`src/rtl/switches_reader_pkg.sv`:
```
// Shared go-board constants for the push-button reader.
package switches_reader_pkg;
    localparam int NUM_CH           = 4;
    localparam int DEBOUNCE_DEFAULT = 250000;  // 10 ms at 25 MHz
endpackage

```
`src/rtl/debounce_channel.sv`:
```
// One switch channel: 2-FF synchronizer, stability counter, debounced level, press strobe.
// LEVEL changes DEBOUNCE_CYCLES+2 edges after a clean input edge; no backpressure.
module debounce_channel #(
    parameter int DEBOUNCE_CYCLES = 4
) (
    input  logic clk,
    input  logic rstn,
    input  logic sw_raw,
    output logic level,
    output logic press,
    output logic press_next
);
    localparam int CW = $clog2(DEBOUNCE_CYCLES + 1);
    localparam logic [CW-1:0] CNT_MAX = CW'(DEBOUNCE_CYCLES - 1);

    logic          sync1_q, sync1_d;
    logic          sync2_q, sync2_d;
    logic [CW-1:0] cnt_q, cnt_d;
    logic          level_q, level_d;
    logic          press_q, press_d;

    always_comb begin
        sync1_d    = sw_raw;
        sync2_d    = sync1_q;
        cnt_d      = '0;
        level_d    = level_q;
        press_next = 1'b0;
        // The accept happens on the edge where the count would hit DEBOUNCE_CYCLES.
        if (sync2_q != level_q) begin
            if (cnt_q == CNT_MAX) begin
                level_d    = ~level_q;
                press_next = ~level_q;
            end else begin
                cnt_d = cnt_q + 1'b1;
            end
        end
        press_d = press_next;
    end

    always_ff @(posedge clk or negedge rstn) begin
        if (!rstn) begin
            sync1_q <= 1'b0;
            sync2_q <= 1'b0;
            cnt_q   <= '0;
            level_q <= 1'b0;
            press_q <= 1'b0;
        end else begin
            sync1_q <= sync1_d;
            sync2_q <= sync2_d;
            cnt_q   <= cnt_d;
            level_q <= level_d;
            press_q <= press_d;
        end
    end

    assign level = level_q;
    assign press = press_q;
endmodule

```
`src/rtl/switches_reader.sv`:
```
// Four debounced push-buttons with one-cycle press strobes and per-button LED toggles.
// Strobe/toggle land DEBOUNCE_CYCLES+2 edges after a clean press; no backpressure.
module switches_reader
    import switches_reader_pkg::*;
#(
    parameter int DEBOUNCE_CYCLES = DEBOUNCE_DEFAULT
) (
    input  logic       clk,
    input  logic       rstn,
    input  logic       SW1,
    input  logic       SW2,
    input  logic       SW3,
    input  logic       SW4,
    output logic       LED1,
    output logic       LED2,
    output logic       LED3,
    output logic       LED4,
    output logic [3:0] PRESS,
    output logic [3:0] LEVEL
);
    logic [NUM_CH-1:0] sw_raw;
    logic [NUM_CH-1:0] press_next;
    logic [NUM_CH-1:0] led_q, led_d;

    assign sw_raw = {SW4, SW3, SW2, SW1};

    for (genvar i = 0; i < NUM_CH; i++) begin : g_ch
        debounce_channel #(
            .DEBOUNCE_CYCLES(DEBOUNCE_CYCLES)
        ) u_ch (
            .clk       (clk),
            .rstn      (rstn),
            .sw_raw    (sw_raw[i]),
            .level     (LEVEL[i]),
            .press     (PRESS[i]),
            .press_next(press_next[i])
        );
    end

    // Toggle off the pre-register strobe so LED flips on the same edge PRESS rises.
    always_comb begin
        led_d = led_q ^ press_next;
    end

    always_ff @(posedge clk or negedge rstn) begin
        if (!rstn) begin
            led_q <= '0;
        end else begin
            led_q <= led_d;
        end
    end

    assign {LED4, LED3, LED2, LED1} = led_q;
endmodule
```
`config.mk`:
```
export PLATFORM = sky130hd
export DESIGN_NAME = switches_reader
export DESIGN_NICKNAME = d
export VERILOG_FILES = /design/src/rtl/switches_reader_pkg.sv /design/src/rtl/debounce_channel.sv /design/src/rtl/switches_reader.sv
export SDC_FILE = /design/constraint.sdc
export NUM_CORES = 1
export LEC_CHECK = 0
export CORE_MARGIN = 3
export CORE_UTILIZATION = 55
export CTS_CLUSTER_DIAMETER = 120
export CTS_CLUSTER_SIZE = 12
export DETAILED_ROUTE_END_ITERATION = 10
export PLACE_DENSITY = 0.76
export SLEW_MARGIN = 20
export SYNTH_ARGS = -nofsm -noshare
export SYNTH_HDL_FRONTEND = slang
export SYNTH_SLANG_ARGS = --single-unit
```
`constraint.sdc`:
```
create_clock -name clk -period 1.79 [get_ports clk]
set_input_delay 0.4475 -clock clk [delete_from_list [all_inputs] [get_ports clk]]
set_output_delay 0.4475 -clock clk [all_outputs]
set_load 0.02 [all_outputs]
```
==> results.txt, run 1 <==
----------------------------------------------------
[Pwr]
  Total leakage power ... approximately 2.1 nW
  Seq pwr share ... between 50% and 60%
  Logic pwr share ... ~4.3%
  Switching power ... 0.856 mW
  Internal ... 2.75 mW
  Switching Fraction ... a little under a quarter
  VDD IR-drop max ... between 400 and 500 µV
  Clk network pwr share ... 36.4%
  Cell area power density ... 719 mW/mm²

[Clocking]
  CTS tree ... built
  Number of resized instances in the post-cts repair step ... 8
  TritonCTS Sinks ... 92
  Cts bufs inserted ... 9
  Buffers inserted during post-CTS setup optimization ... 0
  Hold buffer count at CTS ... 0
  Maximum buffer depth of the clock tree ... 2
  Clk slew on worst S/H paths ... 0.09 ns
  H-tree depth ... 3
  Clock latency at the later pin of the worst-skew pair ... ~0.36 ns
  Clock tree root buffer cell ... clkbuf_8

[Final layout]
  Diodes inserted ... 0
  Non-Filler Instances ... roughly 570
  Layout cell share with drive strength beyond 1 ... between 10% and 20%
  Area added between synthesis and finish ... 10.9%
  Total number of nets in the final design ... approximately 470

[Routing]
  Number of vias in the routed layout ... 3,259
  Drt first pass iters ... 4
  Vias per cell ... around 5.7
  First DRT Iteration DRCs ... 94
  ANT nets after route ... 0
  Drc violations ... 0
  Wire length per cell ... roughly 14 µm
  Total Wirelength ... 8.09 mm

[Yosys]
  Area contributors post-synth ... dfrtp_1 (51%), xnor2_1 (8.0%), nor2_1 (5.8%)
  Number of distinct library cells after synthesis ... 47
  Dominant cell by count in the synthesized netlist ... dfrtp_1
  Async set-reset flop share out of synthesis ... 100%
  Number of synthesis warnings ... 0
  Portion of synthesized cell area occupied by the leading cell type ... 51.0%
  Commonest cells in the netlist ... dfrtp_1 (92), nor2_1 (70), xnor2_1 (41)
  Largest family of logic cells by synthesized area ... simple AND/OR/NAND/NOR gates
  Post-synthesis compound-gate area fraction ... between 2 and 2.5%
  Post-Syn Nets ... 448
  Yosys top cell by area ... dfrtp_1
  Adder and majority gate portion of the synthesized area ... around 1.1%
  Post-synthesis cell count ... between 400 and 500
  Synth Register Bits ... approximately 90
  Area of the mapped netlist ... about 0.0045 mm²
  Xor and xnor fraction of the mapped netlist area ... about an eighth
  Multiplexer share of the synthesized area ... between 1 and 1.5%
  Mean area per synthesized cell ... 10.3 µm²
  Part of the Yosys area used for sequential elements ... between 50 and 60%
  EDFF count, synth ... 0
  Simple-gate area share of the yosys netlist ... ~28%
  Main synth FF type ... dfrtp_1

[Worst setup path]
  Kind of capture point of the worst setup path ... output port
  Startpoint of the most critical register-to-register path ... g_ch[0].u_ch.cnt_q[1]$_DFF_PN0_
  Kind of critical path ... flip-flop to output port
  Type of origin of the critical path ... flip-flop
  Critical-path maximum fanout ... 1
  Required arrival time at the worst endpoint ... ~1.3 ns
  End of the worst register-to-register path ... g_ch[0].u_ch.level$_DFFE_PN0P_
  Data arrival time of the critical path ... roughly 1.3 ns
  Flop2flop setup slack ... ~0.08 ns
  Startpoint of the most critical setup path ... g_ch[0].u_ch.press$_DFF_PN0_
  Max stage delay cell, worst path ... clkdlybuf4s50_1
  Crit-path leading delay family ... buffers and inverters
  Crit path cell chain ... clkdlybuf4s50_1
  Total stage count of the critical path ... 1
  Buf/Inv on CP ... 1
  Worst r2r path cells ... 5
  Worst setup endpoint ... PRESS[0]
  Largest stage delay, worst path ... ~0.60 ns

[Floorplan]
  Overall die area ... 0.00933 mm²
  Top-level I/O count ... 18
  Die Y ... 96.6 µm
  CORE AREA ... slightly below 0.008 mm²
  Chip width ... just under 100 µm
  Number of standard-cell rows in the floorplan ... 32
  Initial Utilization ... between 50 and 60%

[STA]
  Setup repair after global routing missed its margin ... false
  Worst-case clock skew ... 0.00855 ns
  Period minus WS final ... 1.74 ns
  Max Clock Freq ... slightly below 0.6 GHz
  Final setup viols ... 0
  Worst slew margin relative to its limit ... approximately 70%
  Number of pins with negative max-slew slack in the final report ... 0
  Hold Vio Cnt, Final ... 0
  Worst-margin pin slew ... about 0.45 ns
  Final setup TNS ... 0 ns
  Share of the cycle needed by the critical path after routing ... 96.9%

[Placement]
  Weighted congestion reported at the end of routability-driven placement ... ~0.89
  Final HPWL from detailed placement ... 5.76 mm
  Number of input and output port buffers inserted ... 17
  Placed Instances ... approximately 550

[Global routing]
  Combined global-route utilization of all metal layers ... between 10% and 20%
  Grt ovf ... 0
  Largest net degree at the start of global routing ... 39
  Wire length of the first global-routing pass ... around 15 mm
  Initial antenna violation count ... 0
  Number of global-route vias before repair ... between 3,000 and 4,000

[Hold path]
  Min-delay worst type ... primary input to async pin

[Run status]
  Status ... finished, final reports clean

[Run]
  Max Cap Violations ... 0

----------------------------------------------------
## cell type report
class,instances,area (µm²)
flip-flops and latches,92,2300
clock inverters,5,36.3
clock buffers,11,151
fillers,650,2840
repair buffers,32,298
well taps,102,128
multi-input cells,311,2030
inverters,16,60.1
## routing by layer
| layer | share of wire [%] | vias up | track usage [%] |
|---|---|---|---|
| met1 | 47 | 1625 | 25.4 |
| met5 | 0 | - | 0 |
| met3 | 3.9 | 7 | 4.54 |
| li1 | - | 1563 | - |
| met2 | 48 | 64 | 30.0 |
| met4 | 1.1 | 0 | 5.29 |
## per-stage QoR
step | hold slack, ns | utilization [%] | setup slack, ns | instance area [µm²] | total power [mW]
after floorplan | 0.152 | - | 0.0405 | 4520 | 2.24
after CTS | 0.0258 | 63.7 | 0.0109 | 5000 | 3.64
after global placement | 0.333 | 61.5 | 0.146 | 4820 | 2.33
final | 0.0117 | 63.8 | 0.0550 | 5010 | 3.60
after global routing | 0.0281 | 63.8 | 0.00510 | 5010 | 3.77
after detailed placement | 0.340 | 61.5 | 0.0805 | 4820 | 2.34
## power groups by stage
stage                     clock [mW]  combinational (mW)  sequential (mW)
final                           1.31               0.154             2.14
after CTS                       1.34               0.159             2.14
after global placement             0               0.154             2.17
after floorplan                    0              0.0718             2.17
after global routing            1.45               0.178             2.14
after detailed placement           0               0.159             2.18
## cells in the final DEF (no fill, tap or decap), types with 3 or more instances in the layout
cell and count:
a21oi_1 4, and3_1 7, buf_4 14, clkbuf_8 11, clkdlybuf4s50_1 7, clkinvlp_4 3, dfrtp_1 92, dlygate4sd2_1 8
ha_1 3, inv_1 16, nand2_1 17, nand3_1 22, nand4_1 25, nor2_1 70, nor2_2 10, nor3_1 15
nor4_1 23, nor4_2 4, nor4b_1 5, o21ai_0 7, xnor2_1 41, xor2_1 24
## registers in the layout (all words and copies together) (netlist names)
name	flops
g_ch.u_ch.level	4
g_ch.u_ch.cnt_q	72
g_ch.u_ch.press	4
led_q	4
g_ch.u_ch.sync1_q	4
g_ch.u_ch.sync2_q	4
## how the worst min path moves through the flow
stage                                         from                               end  slack (ns)  depth (start not counted)
CTS                                           rstn  g_ch[1].u_ch.cnt_q[17]$_DFF_PN0_        0.03                          1
detailed placement  g_ch[3].u_ch.sync1_q$_DFF_PN0_    g_ch[3].u_ch.sync2_q$_DFF_PN0_        0.34                          0
global placement    g_ch[2].u_ch.sync1_q$_DFF_PN0_    g_ch[2].u_ch.sync2_q$_DFF_PN0_        0.33                          0
floorplan                                     rstn   g_ch[0].u_ch.cnt_q[0]$_DFF_PN0_        0.15                          0
finish                                        rstn  g_ch[1].u_ch.cnt_q[17]$_DFF_PN0_        0.01                          1
global route                                  rstn      g_ch[1].u_ch.press$_DFF_PN0_        0.03                          1
## logic make-up (layout without fill, tap and decap cells)
group / count (synthesis) / count (layout)
simple gates: 220 / 220
flops: 92 / 92
xor+xnor: 65 / 65
buf+inv: 35 / 64
compound gates: 17 / 17
mux: 5 / 5
fa+ha+maj: 4 / 4
Note: power is estimated with default switching activity, not from simulation.
==> inputs of run 2 (changes only) <==
Settings changed: CAP_MARGIN set to 10, REMOVE_ABC_BUFFERS set to 1.
==> run 2 against run 1 <==
Compared with the run above:
- global-route usage grew 0.32 points
- final area is 0.40% higher
- sequential share of layout area decreased by 0.18 points
- flip-flop and latch count is the same
- cell count is 0.18% lower
- first-iteration DRC count increased by 38%
- sequential power about the same
- core utilization is 0.26 points higher
- register-to-register slack improved by 0.05 ns
- clock power grew 11%
- critical endpoint is now PRESS[3]
- largest power group unchanged
==> results.txt, run 2 (same netlist as run 1, synthesis figures left out) <==
----------------------------------------------------
[Final layout]
  Largest register by flop count ... g_ch.u_ch.cnt_q
  Core utilization of the finished layout ... 64.0% (+0.26 points)
  Layout cell share with drive strength beyond 1 ... 13.1% (+0.028 points)
  Area added between synthesis and finish ... 11.3%
  Diodes inserted ... 0 (unchanged)
  Largest register FFs ... 72 (unchanged)
  Commonest non-fill, non-tap cell in the layout ... dfrtp_1
  Total number of nets in the final design ... 471 (-0.21%)
  Layout filler cell count ... 679 (+4.5%)
  Highest-count cells in the layout ignoring fill and taps ... dfrtp_1 (92), nor2_1 (69), xnor2_1 (41)

[Routing]
  Vias per cell ... 5.58 (-2.5%)
  Total length of routed met3 wires ... 308 µm (-1.6%)
  Total Wirelength ... 8.23 mm (+1.8%)
  M1 WL ... 3.84 mm (+2.1%)
  ANT nets after route ... 0 (unchanged)
  Uppermost signal routing layer after detailed routing ... met4
  Drc violations ... 0 (unchanged)
  Detailed route wirelength on metal2 ... 3.98 mm (+1.5%)
  First DRT Iteration DRCs ... 130 (+38%)
  Drt first pass iters ... 4 (unchanged)
  Number of vias in the routed layout ... 3,171 (-2.7%)
  Wire length per cell ... 14.5 µm (+1.9%)

[Global routing]
  Wire length of the first global-routing pass ... 14.9 mm (+0.28%)
  Largest net degree at the start of global routing ... 93 (+140%)
  Initial antenna violation count ... 0 (unchanged)
  Grt ovf ... 0 (unchanged)
  Combined global-route utilization of all metal layers ... 19.0% (+0.32 points)
  Number of global-route vias before repair ... 3,229 (-1.5%)

[Clocking]
  Clk slew on worst S/H paths ... 0.09 ns (about the same)
  Clock tree root buffer cell ... clkbuf_8
  Cts bufs inserted ... 9 (unchanged)
  Buffers inserted during post-CTS setup optimization ... 0 (unchanged)
  Clock latency at the later pin of the worst-skew pair ... 0.35 ns (about the same)
  Maximum buffer depth of the clock tree ... 2 (unchanged)
  H-tree depth ... 3 (unchanged)
  TritonCTS Sinks ... 92 (unchanged)
  CTS tree ... built

[Worst setup path]
  Crit-path leading delay family ... buffers and inverters
  Kind of critical path ... flip-flop to output port
  Max stage delay cell, worst path ... clkdlybuf4s50_1
  Worst r2r path cells ... 5 (unchanged)
  Data arrival time of the critical path ... 1.28 ns (about the same)
  Kind of capture point of the worst setup path ... output port
  Required arrival time at the worst endpoint ... 1.34 ns (about the same)
  Crit path cell chain ... clkdlybuf4s50_1
  Total stage count of the critical path ... 1 (unchanged)
  Buf/Inv on CP ... 1 (unchanged)
  Critical-path maximum fanout ... 1 (unchanged)
  Largest stage delay, worst path ... 0.60 ns (about the same)
  End of the worst register-to-register path ... g_ch[0].u_ch.level$_DFFE_PN0P_
  Startpoint of the most critical register-to-register path ... g_ch[0].u_ch.cnt_q[1]$_DFF_PN0_
  Type of origin of the critical path ... flip-flop
  Flop2flop setup slack ... 0.13 ns (+0.05 ns)

[Floorplan]
  Die Y ... 96.6 µm (unchanged)
  Chip width ... 96.6 µm (unchanged)
  Overall die area ... 0.00933 mm² (unchanged)
  Top-level I/O count ... 18 (unchanged)
  CORE AREA ... 0.00785 mm² (unchanged)
  Initial Utilization ... 57.5% (unchanged)
  Number of standard-cell rows in the floorplan ... 32 (unchanged)

[Run]
  Max Cap Violations ... 0 (unchanged)

[STA]
  Max Clock Freq ... 0.579 GHz (+0.50%)
  Final setup viols ... 0 (unchanged)
  Number of pins with negative max-slew slack in the final report ... 0 (unchanged)
  Final setup TNS ... 0 ns (unchanged)
  Hold Vio Cnt, Final ... 0 (unchanged)
  Worst-margin pin slew ... 0.488 ns (+0.0429 ns)
  Share of the cycle needed by the critical path after routing ... 96.4% (-0.49 points)
  Worst-case clock skew ... 0.0108 ns (+0.00229 ns)
  Period minus WS final ... 1.73 ns (-0.00870 ns)
  Setup repair after global routing missed its margin ... false
  Worst slew margin relative to its limit ... 67.4% (-2.6 points)

[Placement]
  Number of input and output port buffers inserted ... 17 (unchanged)
  Final HPWL from detailed placement ... 5.56 mm (-3.4%)
  Weighted congestion reported at the end of routability-driven placement ... 0.841 (-5.4%)

[Pwr]
  Cell area power density ... 743 mW/mm² (+3.2%)
  Total leakage power ... 2.10 nW (+1.4%)
  VDD IR-drop max ... 556 µV (+20%)

[Hold path]
  Min-delay worst type ... primary input to async pin

[Run status]
  Status ... finished, final reports clean

----------------------------------------------------
[run 2: through the flow]
stage | instances | setup slack, ns | area, µm² | total power [mW] | hold slack, ns
after CTS | 568 | 0.0323 | 5020 | 3.78 | 0.137
after detailed placement | 552 | 0.101 | 4820 | 2.33 | 0.337
after floorplan | 419 | -0.0262 | 4390 | 2.24 | 0.152
after global routing | 568 | 0.000468 | 5030 | 3.90 | 0.139
after global placement | 552 | 0.138 | 4820 | 2.32 | 0.331
final | 568 | 0.0637 | 5030 | 3.73 | 0.109
[run 2: worst max path at each step]
| stage | from | end | slack (ns) |
|---|---|---|---|
| floorplan | g_ch[0].u_ch.cnt_q[0]$_DFF_PN0_ | g_ch[0].u_ch.cnt_q[2]$_DFF_PN0_ | -0.03 |
| CTS | g_ch[3].u_ch.press$_DFF_PN0_ | PRESS[3] | 0.03 |
| global route | g_ch[2].u_ch.press$_DFF_PN0_ | PRESS[2] | 0.0005 |
| finish | g_ch[3].u_ch.press$_DFF_PN0_ | PRESS[3] | 0.06 |
| detailed placement | g_ch[0].u_ch.cnt_q[1]$_DFF_PN0_ | g_ch[0].u_ch.level$_DFFE_PN0P_ | 0.10 |
| global placement | g_ch[0].u_ch.cnt_q[1]$_DFF_PN0_ | g_ch[0].u_ch.level$_DFFE_PN0P_ | 0.14 |
[run 2: routing by layer]
metal	vias to the layer above	global-route usage (%)
li1	1561	-
met1	1548	25.0
met2	50	30.6
met3	12	5.05
met4	0	6.48
met5	-	0
[run 2: report_power, final]
part	leakage, nW	internal (mW)	switching [mW]	total [mW]
combinational	0.740	0.0544	0.0967	0.151
sequential	1.26	2.11	0.0279	2.14
clock	0.102	0.724	0.722	1.45
[run 2: area by class of cell]
type	count	area (µm²)	share of cell area, %
clock inverters	5	58.8	1.17
multi-input cells	311	2030	40.5
flip-flops and latches	92	2300	45.8
repair buffers	31	293	5.83
well taps	102	128	2.54
clock buffers	11	151	3.01
inverters	16	60.1	1.19
[run 2: repair_timing]
item                                    CTS  global route
hold buffers                              0             0
resized for setup                         8             4
endpoints found under the setup margin    8             5
